<file path="config.mk">
export PLATFORM = sky130hd
export DESIGN_NAME = alarm_bank_editor
export DESIGN_NICKNAME = d
export VERILOG_FILES = /design/src/rtl/alarm_pkg.sv /design/src/rtl/alarm_key_repeat.sv /design/src/rtl/alarm_bank_editor.sv
export SDC_FILE = /design/constraint.sdc
export NUM_CORES = 1
export LEC_CHECK = 0
export ABC_AREA = 0
export CORE_MARGIN = 3
export CORE_UTILIZATION = 50
export DETAILED_ROUTE_END_ITERATION = 8
export PLACE_DENSITY = 0.83
export SLEW_MARGIN = 30
export SYNTH_ARGS = -nofsm -noshare
export SYNTH_HDL_FRONTEND = slang
export SYNTH_SLANG_ARGS = --single-unit
</file>
<file path="constraint.sdc">
create_clock -name clk -period 5.6 [get_ports clk]
set_clock_uncertainty 0.15 [all_clocks]
set_input_delay 0.56 -clock clk [delete_from_list [all_inputs] [get_ports clk]]
set_output_delay 0.56 -clock clk [all_outputs]
set_load 0.005 [all_outputs]
</file>
<file path="src/rtl/alarm_pkg.sv">
`default_nettype none
// +--------------------------------------------------------------------------+
// | alarm_pkg : shared field codes, ranges, key FSM states and BCD helper    |
// | Revision  : 1.0                                                          |
// +--------------------------------------------------------------------------+
package alarm_pkg;

  localparam logic [1:0] FIELD_MIN  = 2'b11;
  localparam logic [1:0] FIELD_HOUR = 2'b10;
  localparam int         MIN_MOD    = 60;
  localparam int         HOUR_MOD   = 24;

  typedef enum logic [1:0] {
    IDLE   = 2'd0,
    HOLD   = 2'd1,
    REPEAT = 2'd2
  } key_state_e;

  function automatic logic [7:0] to_bcd(input logic [6:0] v);
    logic [6:0] t;
    logic [6:0] u;
    t = v / 7'd10;
    u = v % 7'd10;
    return {t[3:0], u[3:0]};
  endfunction

endpackage
`default_nettype wire

</file>
<file path="src/rtl/alarm_key_repeat.sv">
`default_nettype none
// +--------------------------------------------------------------------------+
// | alarm_key_repeat : up/down key FSM with hold-to-autorepeat step pulses   |
// | Revision         : 1.0                                                   |
// +--------------------------------------------------------------------------+
module alarm_key_repeat
  import alarm_pkg::*;
#(
  parameter int REPEAT_DELAY  = 50,
  parameter int REPEAT_PERIOD = 10
) (
  input  logic clk,
  input  logic rst_n,
  input  logic tick_i,
  input  logic key_up_i,
  input  logic key_dn_i,
  output logic step_up_o,
  output logic step_dn_o
);

  localparam int c_cnt_max = (REPEAT_DELAY > REPEAT_PERIOD) ? REPEAT_DELAY : REPEAT_PERIOD;
  localparam int c_cnt_w   = $clog2(c_cnt_max + 1);
  localparam logic [c_cnt_w-1:0] c_delay_last  = c_cnt_w'(REPEAT_DELAY - 1);
  localparam logic [c_cnt_w-1:0] c_period_last = c_cnt_w'(REPEAT_PERIOD - 1);

  key_state_e         state_q;
  logic [c_cnt_w-1:0] cnt_q;
  logic               dir_up_q;

  logic               w_active;
  logic [c_cnt_w-1:0] w_cnt_inc;

  assign w_active  = key_up_i ^ key_dn_i;
  assign w_cnt_inc = cnt_q + 1'b1;

  always_ff @(posedge clk or negedge rst_n) begin
    if (!rst_n) begin
      state_q   <= IDLE;
      cnt_q     <= '0;
      dir_up_q  <= 1'b0;
      step_up_o <= 1'b0;
      step_dn_o <= 1'b0;
    end else begin
      step_up_o <= 1'b0;
      step_dn_o <= 1'b0;
      case (state_q)
        IDLE: begin
          if (tick_i && w_active) begin
            step_up_o <= key_up_i;
            step_dn_o <= key_dn_i;
            dir_up_q  <= key_up_i;
            cnt_q     <= '0;
            state_q   <= HOLD;
          end
        end
        HOLD, REPEAT: begin
          // Release, chord or direction change drops back without stepping.
          if (!w_active || (key_up_i != dir_up_q)) begin
            state_q <= IDLE;
            cnt_q   <= '0;
          end else if (tick_i) begin
            if ((state_q == HOLD) ? (w_cnt_inc >= c_delay_last)
                                  : (cnt_q == c_period_last)) begin
              step_up_o <= dir_up_q;
              step_dn_o <= !dir_up_q;
              cnt_q     <= '0;
              state_q   <= REPEAT;
            end else begin
              cnt_q <= w_cnt_inc;
            end
          end
        end
        default: begin
          state_q <= IDLE;
          cnt_q   <= '0;
        end
      endcase
    end
  end

endmodule
`default_nettype wire

</file>
<file path="src/rtl/alarm_bank_editor.sv">
`default_nettype none
// +--------------------------------------------------------------------------+
// | alarm_bank_editor : NUM_ALARMS HH:MM alarms with editing, arm and ring   |
// | Option ALARM_SNOOZE_EN adds per-alarm snooze.  Revision : 1.0            |
// +--------------------------------------------------------------------------+
module alarm_bank_editor
  import alarm_pkg::*;
#(
  parameter int NUM_ALARMS    = 2,
  parameter int REPEAT_DELAY  = 50,
  parameter int REPEAT_PERIOD = 10,
  parameter int SNOOZE_MIN    = 5,
  localparam int SEL_W = (NUM_ALARMS > 1) ? $clog2(NUM_ALARMS) : 1
) (
  input  logic                  clk,
  input  logic                  rst,
  input  logic                  tick,
  input  logic                  edit_en,
  input  logic [1:0]            field_sel,
  input  logic [SEL_W-1:0]      alarm_sel,
  input  logic                  key_up,
  input  logic                  key_dn,
  input  logic                  arm_toggle,
  input  logic [4:0]            cur_hours,
  input  logic [5:0]            cur_minutes,
  input  logic                  minute_strobe,
  input  logic                  stop,
  input  logic                  snooze,
  output logic [15:0]           display_digits,
  output logic [NUM_ALARMS-1:0] armed,
  output logic [NUM_ALARMS-1:0] ring
);

  logic [4:0] hours_q [NUM_ALARMS];
  logic [5:0] mins_q  [NUM_ALARMS];
  logic [4:0] hours_d;
  logic [5:0] mins_d;

  logic       w_step_up;
  logic       w_step_dn;
  logic       w_sel_valid;
  logic       w_edit;
  logic [4:0] w_cur_h;
  logic [5:0] w_cur_m;

  alarm_key_repeat #(
    .REPEAT_DELAY (REPEAT_DELAY),
    .REPEAT_PERIOD(REPEAT_PERIOD)
  ) u_key (
    .clk      (clk),
    .rst_n    (rst),
    .tick_i   (tick),
    .key_up_i (key_up),
    .key_dn_i (key_dn),
    .step_up_o(w_step_up),
    .step_dn_o(w_step_dn)
  );

  assign w_sel_valid = (32'(alarm_sel) < NUM_ALARMS);
  assign w_cur_h     = hours_q[alarm_sel];
  assign w_cur_m     = mins_q[alarm_sel];
  assign w_edit      = (w_step_up || w_step_dn) && edit_en && w_sel_valid &&
                       ((field_sel == FIELD_MIN) || (field_sel == FIELD_HOUR));

  // Fields wrap independently; no carry from minutes into hours.
  always_comb begin
    hours_d = w_cur_h;
    mins_d  = w_cur_m;
    if (w_step_up) begin
      hours_d = (w_cur_h == 5'(HOUR_MOD - 1)) ? 5'd0 : w_cur_h + 5'd1;
      mins_d  = (w_cur_m == 6'(MIN_MOD - 1))  ? 6'd0 : w_cur_m + 6'd1;
    end else begin
      hours_d = (w_cur_h == 5'd0) ? 5'(HOUR_MOD - 1) : w_cur_h - 5'd1;
      mins_d  = (w_cur_m == 6'd0) ? 6'(MIN_MOD - 1)  : w_cur_m - 6'd1;
    end
  end

  always_ff @(posedge clk or negedge rst) begin
    if (!rst) begin
      for (int i = 0; i < NUM_ALARMS; i++) begin
        hours_q[i] <= '0;
        mins_q[i]  <= '0;
      end
    end else if (w_edit) begin
      if (field_sel == FIELD_MIN) mins_q[alarm_sel]  <= mins_d;
      else                        hours_q[alarm_sel] <= hours_d;
    end
  end

  assign display_digits = w_sel_valid ? {to_bcd({2'b00, w_cur_h}), to_bcd({1'b0, w_cur_m})}
                                      : 16'h0000;

`ifdef ALARM_SNOOZE_EN
  logic [6:0] w_snz_msum;
  logic [4:0] w_snz_h;
  logic [5:0] w_snz_m;

  always_comb begin
    w_snz_msum = {1'b0, cur_minutes} + 7'(SNOOZE_MIN);
    w_snz_h    = cur_hours;
    if (w_snz_msum >= 7'(MIN_MOD)) begin
      w_snz_msum = w_snz_msum - 7'(MIN_MOD);
      w_snz_h    = (cur_hours == 5'(HOUR_MOD - 1)) ? 5'd0 : cur_hours + 5'd1;
    end
    w_snz_m = w_snz_msum[5:0];
  end
`else
  logic w_unused_snooze;
  assign w_unused_snooze = snooze ^ (SNOOZE_MIN != 0);
`endif

  for (genvar i = 0; i < NUM_ALARMS; i++) begin : g_ch
    logic armed_q;
    logic ring_q;
    logic w_arm_hit;
    logic w_match;
    logic w_clr;

    assign w_arm_hit = arm_toggle && w_sel_valid && (32'(alarm_sel) == i);
    assign w_match   = minute_strobe && armed_q &&
                       (hours_q[i] == cur_hours) && (mins_q[i] == cur_minutes);
    assign w_clr     = stop || (w_arm_hit && armed_q);
    assign armed[i]  = armed_q;
    assign ring[i]   = ring_q;

`ifdef ALARM_SNOOZE_EN
    logic       snz_act_q;
    logic [4:0] snz_h_q;
    logic [5:0] snz_m_q;
    logic       w_snz_match;
    logic       w_snz_take;

    assign w_snz_match = minute_strobe && snz_act_q &&
                         (snz_h_q == cur_hours) && (snz_m_q == cur_minutes);
    assign w_snz_take  = snooze && ring_q;

    always_ff @(posedge clk or negedge rst) begin
      if (!rst) begin
        armed_q   <= 1'b0;
        ring_q    <= 1'b0;
        snz_act_q <= 1'b0;
        snz_h_q   <= '0;
        snz_m_q   <= '0;
      end else begin
        if (w_arm_hit) armed_q <= !armed_q;
        if (w_clr) begin
          ring_q    <= 1'b0;
          snz_act_q <= 1'b0;
        end else if (w_snz_take) begin
          ring_q    <= 1'b0;
          snz_act_q <= 1'b1;
          snz_h_q   <= w_snz_h;
          snz_m_q   <= w_snz_m;
        end else if (w_snz_match) begin
          ring_q    <= 1'b1;
          snz_act_q <= 1'b0;
        end else if (w_match) begin
          ring_q <= 1'b1;
        end
      end
    end
`else
    always_ff @(posedge clk or negedge rst) begin
      if (!rst) begin
        armed_q <= 1'b0;
        ring_q  <= 1'b0;
      end else begin
        if (w_arm_hit) armed_q <= !armed_q;
        if (w_clr)        ring_q <= 1'b0;
        else if (w_match) ring_q <= 1'b1;
      end
    end
`endif
  end

endmodule
`default_nettype wire
</file>
==> metrics.md, run 1 <==
| Metric | Value |
|---|---|
| Syn_area_per_cell | 8.74 µm² |
| Layout cells sized above 1 | 12.4% |
| Placed cell count | 490 |
| Max-slew violations | 0 |
| Final Hold Fails | 0 |
| Ys flop type | dfrtp_1 |
| Final Non-Filler Cells | 498 |
| DIE WIDTH | 87.4 µm |
| Initial core utilization | 51.8% |
| Leak pwr | 1.71 nW |
| Worst VDD drop | 0.000465 V |
| Final core utilization | 60.3% |
| Clk sinks | 37 |
| Fin crit period | 5.19 ns |
| Ant. Diodes | 0 |
| Area of the mapped netlist | 3310 µm² |
| Pin count of the biggest net entering global routing | 38 |
| Antenna-violating nets left | 0 |
| CP max FO | 9 |
| RSZ-0062 raised after global routing | false |
| Setup crit start kind | primary input |
| Yosys top cell area share | 28.0% |
| # setup viols final | 0 |
| CP Class | in -> out |
| Synth area leader | dfrtp_1 |
| I/O pins | 44 |
| Status | finished, final reports clean |
| Cell with the most instances after synthesis | dfrtp_1 |
| Setup TNS | 0 ns |
| Hold path cells | 1 |
| Routed wire length | 7.97 mm |
| Worst-path clk slew | 0.07 ns |
| Cells after synthesis | ~380 |
| Drt wl/cell | 16.0 µm |
| Sequential share of the synthesized area | 28.0% |
| DRT iter0 DRCs | 167 |
| Fillers | 526 |
| Top cells by count, synth | dfrtp_1, nand2_1, a21oi_1, o21ai_0 |
| Min-delay worst type | reg -> reg |
| Grt total ovfl | 0 |
| FFs w/ async S/R, synth | 100% |
| Clock Tree Buf Depth | 2 |
| Post-CTS setup repair buffer count | 0 |
| TritonCTS clock tree | yes |
| Pre-Repair DR Iteration Count | 5 |
| Highest Clock Rate | 193 MHz |
| Antenna violations before repair | 0 |
| Post-synthesis cell type count | 61 |
| Port Buffers | 39 |
| Die H | 87.4 µm |
| H-tree Lvls | 2 |
| Gp weighted congestion | 0.888 |
| Worst-margin pin slew | approximately 0.63 ns |
| Via count | roughly 3000 |
| Fin crit share | 92.6% |
| Via/cell ratio | between 5 and 6 |
| Clk_lat worst skew | 0.29 ns |
| Remaining DRCs | 0 |
| Relative slew slack | 57.2% |
| Max_cap viols | 0 |
| Area grow syn2layout | 16.4% |
| Die ar. | 7630 µm² |
| Yosys reg bits | 37 |
| Worst reg-to-reg path cell count | 7 |
| Post-synth EDFFs | 0 |
| Gr usage total | 21.7% |
| Final #Nets | approximately 470 |
| Critical path data arrival time | 4.48 ns |
| Critical Path RT | 4.89 ns |
| CP Capture Type | output pin |
| Final HPWL DP | 6.20 mm |
| Synth top area cells | dfrtp_1, ha_1, mux2_2 |
| Final Cell Area | 3850 µm² |
| Min Hold Slack | 0.366 ns |
| Rows | 29 |
| First-pass GRT wire length | approximately 13 mm |
| Num CTS Buffers | 5 |
| Hold Buf Count CTS | 0 |
| Core area | between 6000 and 7000 µm² |
| Clk root buf | clkbuf_8 |
| Number of global-route vias before repair | 2921 |
| Placed Area | 3770 µm² |
| Synth warn | 0 |
| Power Density | 543 nW/µm² |
cells in the final DEF (no fill, tap or decap), types with 15 or more instances in the layout:
master,n
a21oi_1,27
clkdlybuf4s50_1,39
dfrtp_1,37
ha_1,24
inv_1,25
mux2_2,18
nand2_1,31
nand3_1,15
nor2_1,25
o21ai_0,27
xnor2_1,19
flip-flops by register name, indices dropped and copies added, names as in the netlist:
name             cells
hours_q             10
mins_q              12
u_key.state_q        2
g_ch.armed_q         2
u_key.dir_up_q       1
u_key.step_dn_o      1
g_ch.ring_q          2
u_key.step_up_o      1
u_key.cnt_q          6
final timing paths:
kind	slack, ns	start	end
worst min-delay path	0.37	hours_q[0]	hours_q[0]
worst min register to register	0.37	hours_q[0]	hours_q[0]
min in group asynchronous	0.53	rst	u_key.state_q[1]
worst max-delay path	0.41	alarm_sel	display_digits[1]
worst max register to register	2.95	u_key.cnt_q[0]	u_key.state_q[0]
max in group asynchronous	4.44	rst	mins_q[10]
layout make-up:
cell class              count  area [µm²]  share of cell area [%]
clock buffers               6        72.6                    1.88
clock inverters             2        10.0                   0.260
inverters                  28         105                    2.73
multi-input cells         298        2170                    56.3
flip-flops and latches     37         926                    24.0
well taps                  77        96.3                    2.50
repair buffers             50         473                    12.3
kinds of logic after synthesis:
logic type,synth area share (%)
xor gates and xnor gates,9.22
other,0.113
DFF,28.0
muxes,11.8
and+or+nand+nor,16.1
buffers and inverters,6.80
adders and majority gates,9.07
AOI/OAI and AO/OA,18.9
where the power goes:
group          leakage (nW)  internal, mW  switching (mW)
logic                  1.18         0.720           0.697
registers             0.485         0.354           0.143
clock network        0.0450        0.0862          0.0937
total                  1.71          1.16           0.933
timing repair:
action	4_1_cts	5_1_grt
endpoints found under the hold margin	0	0
endpoints found under the setup margin	0	1
gates resized for setup	0	1
critical path: stages:
cell and delay [ns]:
clkdlybuf4s50_1 0.62, mux2i_2 0.41, inv_2 0.16, ha_1 0.23, inv_1 0.10, a21oi_1 0.11, o21bai_1 0.22, and2_1 0.18
o21ai_0 0.11, mux2i_1 0.21, ha_1 0.29, nor2b_1 0.21, a31oi_1 0.06, a211o_1 0.35, xnor2_2 0.13, clkdlybuf4s50_1 0.50
through the flow:
| stage | setup slack (ns) | total power [mW] |
|---|---|---|
| finish | 0.412 | 2.09 |
| global route | 0.0131 | 2.28 |
| CTS | 0.326 | 2.08 |
| detailed placement | 0.333 | 1.90 |
| global placement | 0.508 | 1.83 |
| floorplan | 1.14 | 1.39 |
metal layers:
layer	vias up	routed length (µm)	track usage (%)
met1	1443	3720	29.8
li1	1426	-	-
met2	101	3740	34.9
met4	0	133	7.25
met3	14	381	3.22
met5	-	0	0
No activity file was read; power rests on OpenSTA's default activity.
==> run 2, diff against run 1 <==
--- a/config.mk
+++ b/config.mk
@@ -8,6 +8,7 @@
 export ABC_AREA = 0
 export CORE_MARGIN = 3
 export CORE_UTILIZATION = 50
+export CTS_BUF_LIST = sky130_fd_sc_hd__clkbuf_8
 export DETAILED_ROUTE_END_ITERATION = 8
 export PLACE_DENSITY = 0.83
 export SLEW_MARGIN = 30
==> metrics.md, run 2 (synthesis gave the netlist of run 1 again) <==
| Metric | Value |
|---|---|
| Status | finished, final reports clean |
| Clk root buf | clkbuf_8 |
| Biggest register | mins_q |
| Sw Ratio | 44.6% |
| Worst Setup SP | alarm_sel |
| Number of global-route vias before repair | about 2900 |
| Pre-Repair DR Iteration Count | 5 |
| Total power | 2.09 mW |
| Setup TNS | 0 ns |
| Logic pwr share | 67.8% |
| Worst VDD drop | 0.000464 V |
| Fillers | ~530 |
| DIE WIDTH | 87.4 µm |
| Final Hold Fails | 0 |
| Final #Nets | 468 |
| R2R Path Start | u_key.cnt_q[0] |
| Setup crit start kind | primary input |
| Core area | 6390 µm² |
| Clk sinks | 37 |
| Via count | between 2000 and 3000 |
| Min-delay worst type | reg -> reg |
| Leak pwr | 1.71 nW |
| Area grow syn2layout | 16.4% |
| Fin crit share | 92.6% |
| Ant. Diodes | 0 |
| Crit path cell chain | clkdlybuf4s50_1 -> mux2i_2 -> inv_2 -> ha_1 -> inv_1 -> a21oi_1 -> o21bai_1 -> and2_1 -> o21ai_0 -> mux2i_1 -> ha_1 -> nor2b_1 -> a31oi_1 -> a211o_1 -> xnor2_2 -> clkdlybuf4s50_1 |
| Share of power burned in registers | between 20% and 30% |
| Drt wl/cell | 16.0 µm |
| Met1 Use GR | 29.8% |
| Worst R2R End | u_key.state_q[0] |
| Psw | 932 µW |
| Final HPWL DP | 6.20 mm |
| Clock network power share | under 10% |
| Most common cell after layout, fill and taps aside | clkdlybuf4s50_1 |
| Antenna violations before repair | 0 |
| Critical Path RT | 4.89 ns |
| FF+latch area | 926 µm² |
| Gp weighted congestion | 0.888 |
| M3 GR Usage | under 10% |
| Routed wire length | around 8 mm |
| Highest Clock Rate | 193 MHz |
| Worst reg-to-reg path cell count | 7 |
| Max reg flops | 12 |
| DRT iter0 DRCs | 167 |
| # setup viols final | 0 |
| I/O pins | 44 |
| Rows | 29 |
| Clock Tree Buf Depth | 2 |
| Worst Setup EP | display_digits[1] |
| Relative slew slack | 58.1% |
| Layout cells sized above 1 | 12.4% |
| R2R Setup Slk | 2.96 ns |
| Grt total ovfl | 0 |
| Num CTS Buffers | 5 |
| GR Util met2 | 34.9% |
| Critical path data arrival time | 4.48 ns |
| Most frequent cells in the layout | clkdlybuf4s50_1, dfrtp_1, nand2_1 |
| H-tree Lvls | 2 |
| Max-slew violations | 0 |
| Port Buffers | 39 |
| Antenna-violating nets left | 0 |
| Die ar. | 7630 µm² |
| Largest regs | mins_q x12, hours_q x10, u_key.cnt_q x6 |
| Initial core utilization | 51.8% |
| Multi-input gate area | 2170 µm² |
| Via/cell ratio | between 5 and 6 |
| Gr usage total | about 22% |
| Fin crit period | 5.19 ns |
| Die H | 87.4 µm |
| Max_cap viols | 0 |
| CP Class | in -> out |
| Remaining DRCs | 0 |
| Largest stage delay on the critical path | 0.62 ns |
| Worst-path clk slew | 0.07 ns |
| Crit path max-delay cell type | clkdlybuf4s50_1 |
| Pin count of the biggest net entering global routing | 38 |
| Power Density | 542 nW/µm² |
| RSZ-0062 raised after global routing | false |
| Clk_lat worst skew | 0.29 ns |
| TritonCTS clock tree | yes |
| First-pass GRT wire length | 13.5 mm |
| CP max FO | 9 |
| Worst-margin pin slew | 0.621 ns |
| CP Capture Type | output pin |
| Busiest metal layer after global routing | met2 |
| Internal power | 1.16 mW |
[run 2: cell count changes in the layout (fill, tap and decap cells not counted)]
| cell | before | now |
|---|---|---|
| clkbuf_1 | 1 | 0 |
| inv_1 | 25 | 26 |
[run 2: what timing repair did]
action,in CTS,in global routing
hold buffers,0,0
setup endpoints to repair,0,1
gates resized for setup,0,1
buffers inserted,0,0
[run 2: stage by stage]
step / worst slack, ns / area, µm² / util (%) / cells / hold WS [ns]
floorplan: 1.14 / 3320 / - / 381 / 0.114
global route: 0.0131 / 3850 / 60.3 / 498 / 0.383
global placement: 0.508 / 3770 / 59.0 / 490 / 0.348
detailed placement: 0.333 / 3770 / 59.0 / 490 / 0.358
CTS: 0.326 / 3850 / 60.3 / 498 / 0.370
finish: 0.412 / 3850 / 60.3 / 498 / 0.366
[run 2: layer usage]
| metal | wire length [µm] | share of wire, % |
|---|---|---|
| met5 | 0 | 0 |
| met4 | 133 | 1.7 |
| met3 | 377 | 4.7 |
| met2 | 3730 | 47 |
| met1 | 3720 | 47 |
[run 2: how the worst min path moves through the flow]
stage | from | to | slack (ns) | depth (start not counted)
CTS | hours_q[0] | hours_q[0] | 0.37 | 1
detailed placement | hours_q[0] | hours_q[0] | 0.36 | 1
finish | hours_q[0] | hours_q[0] | 0.37 | 1
global placement | hours_q[0] | hours_q[0] | 0.35 | 1
floorplan | rst | g_ch[0].armed_q | 0.11 | 0
global route | hours_q[5] | hours_q[5] | 0.38 | 1
[run 2: cell type report]
class	count	share of cell area (%)
clock buffers	5	1.79
flip-flops and latches	37	24.0
well taps	77	2.50
multi-input cells	298	56.3
repair buffers	50	12.3
inverters	28	2.73
clock inverters	3	0.357
[run 2: worst max-delay path: cells and delay by family]
family	cells	cell delay, ns
buf+inv	4	1.38
compound gates	5	0.85
mux	2	0.62
fa+ha+maj	2	0.52
simple gates	2	0.39
xor+xnor	1	0.13
[run 2: power groups by stage]
stage / combinational, mW / sequential (mW) / clock (mW)
after CTS: 1.41 / 0.492 / 0.179
after floorplan: 0.954 / 0.438 / 0
after global routing: 1.57 / 0.510 / 0.194
after global placement: 1.35 / 0.488 / 0
final: 1.42 / 0.497 / 0.177
after detailed placement: 1.40 / 0.497 / 0
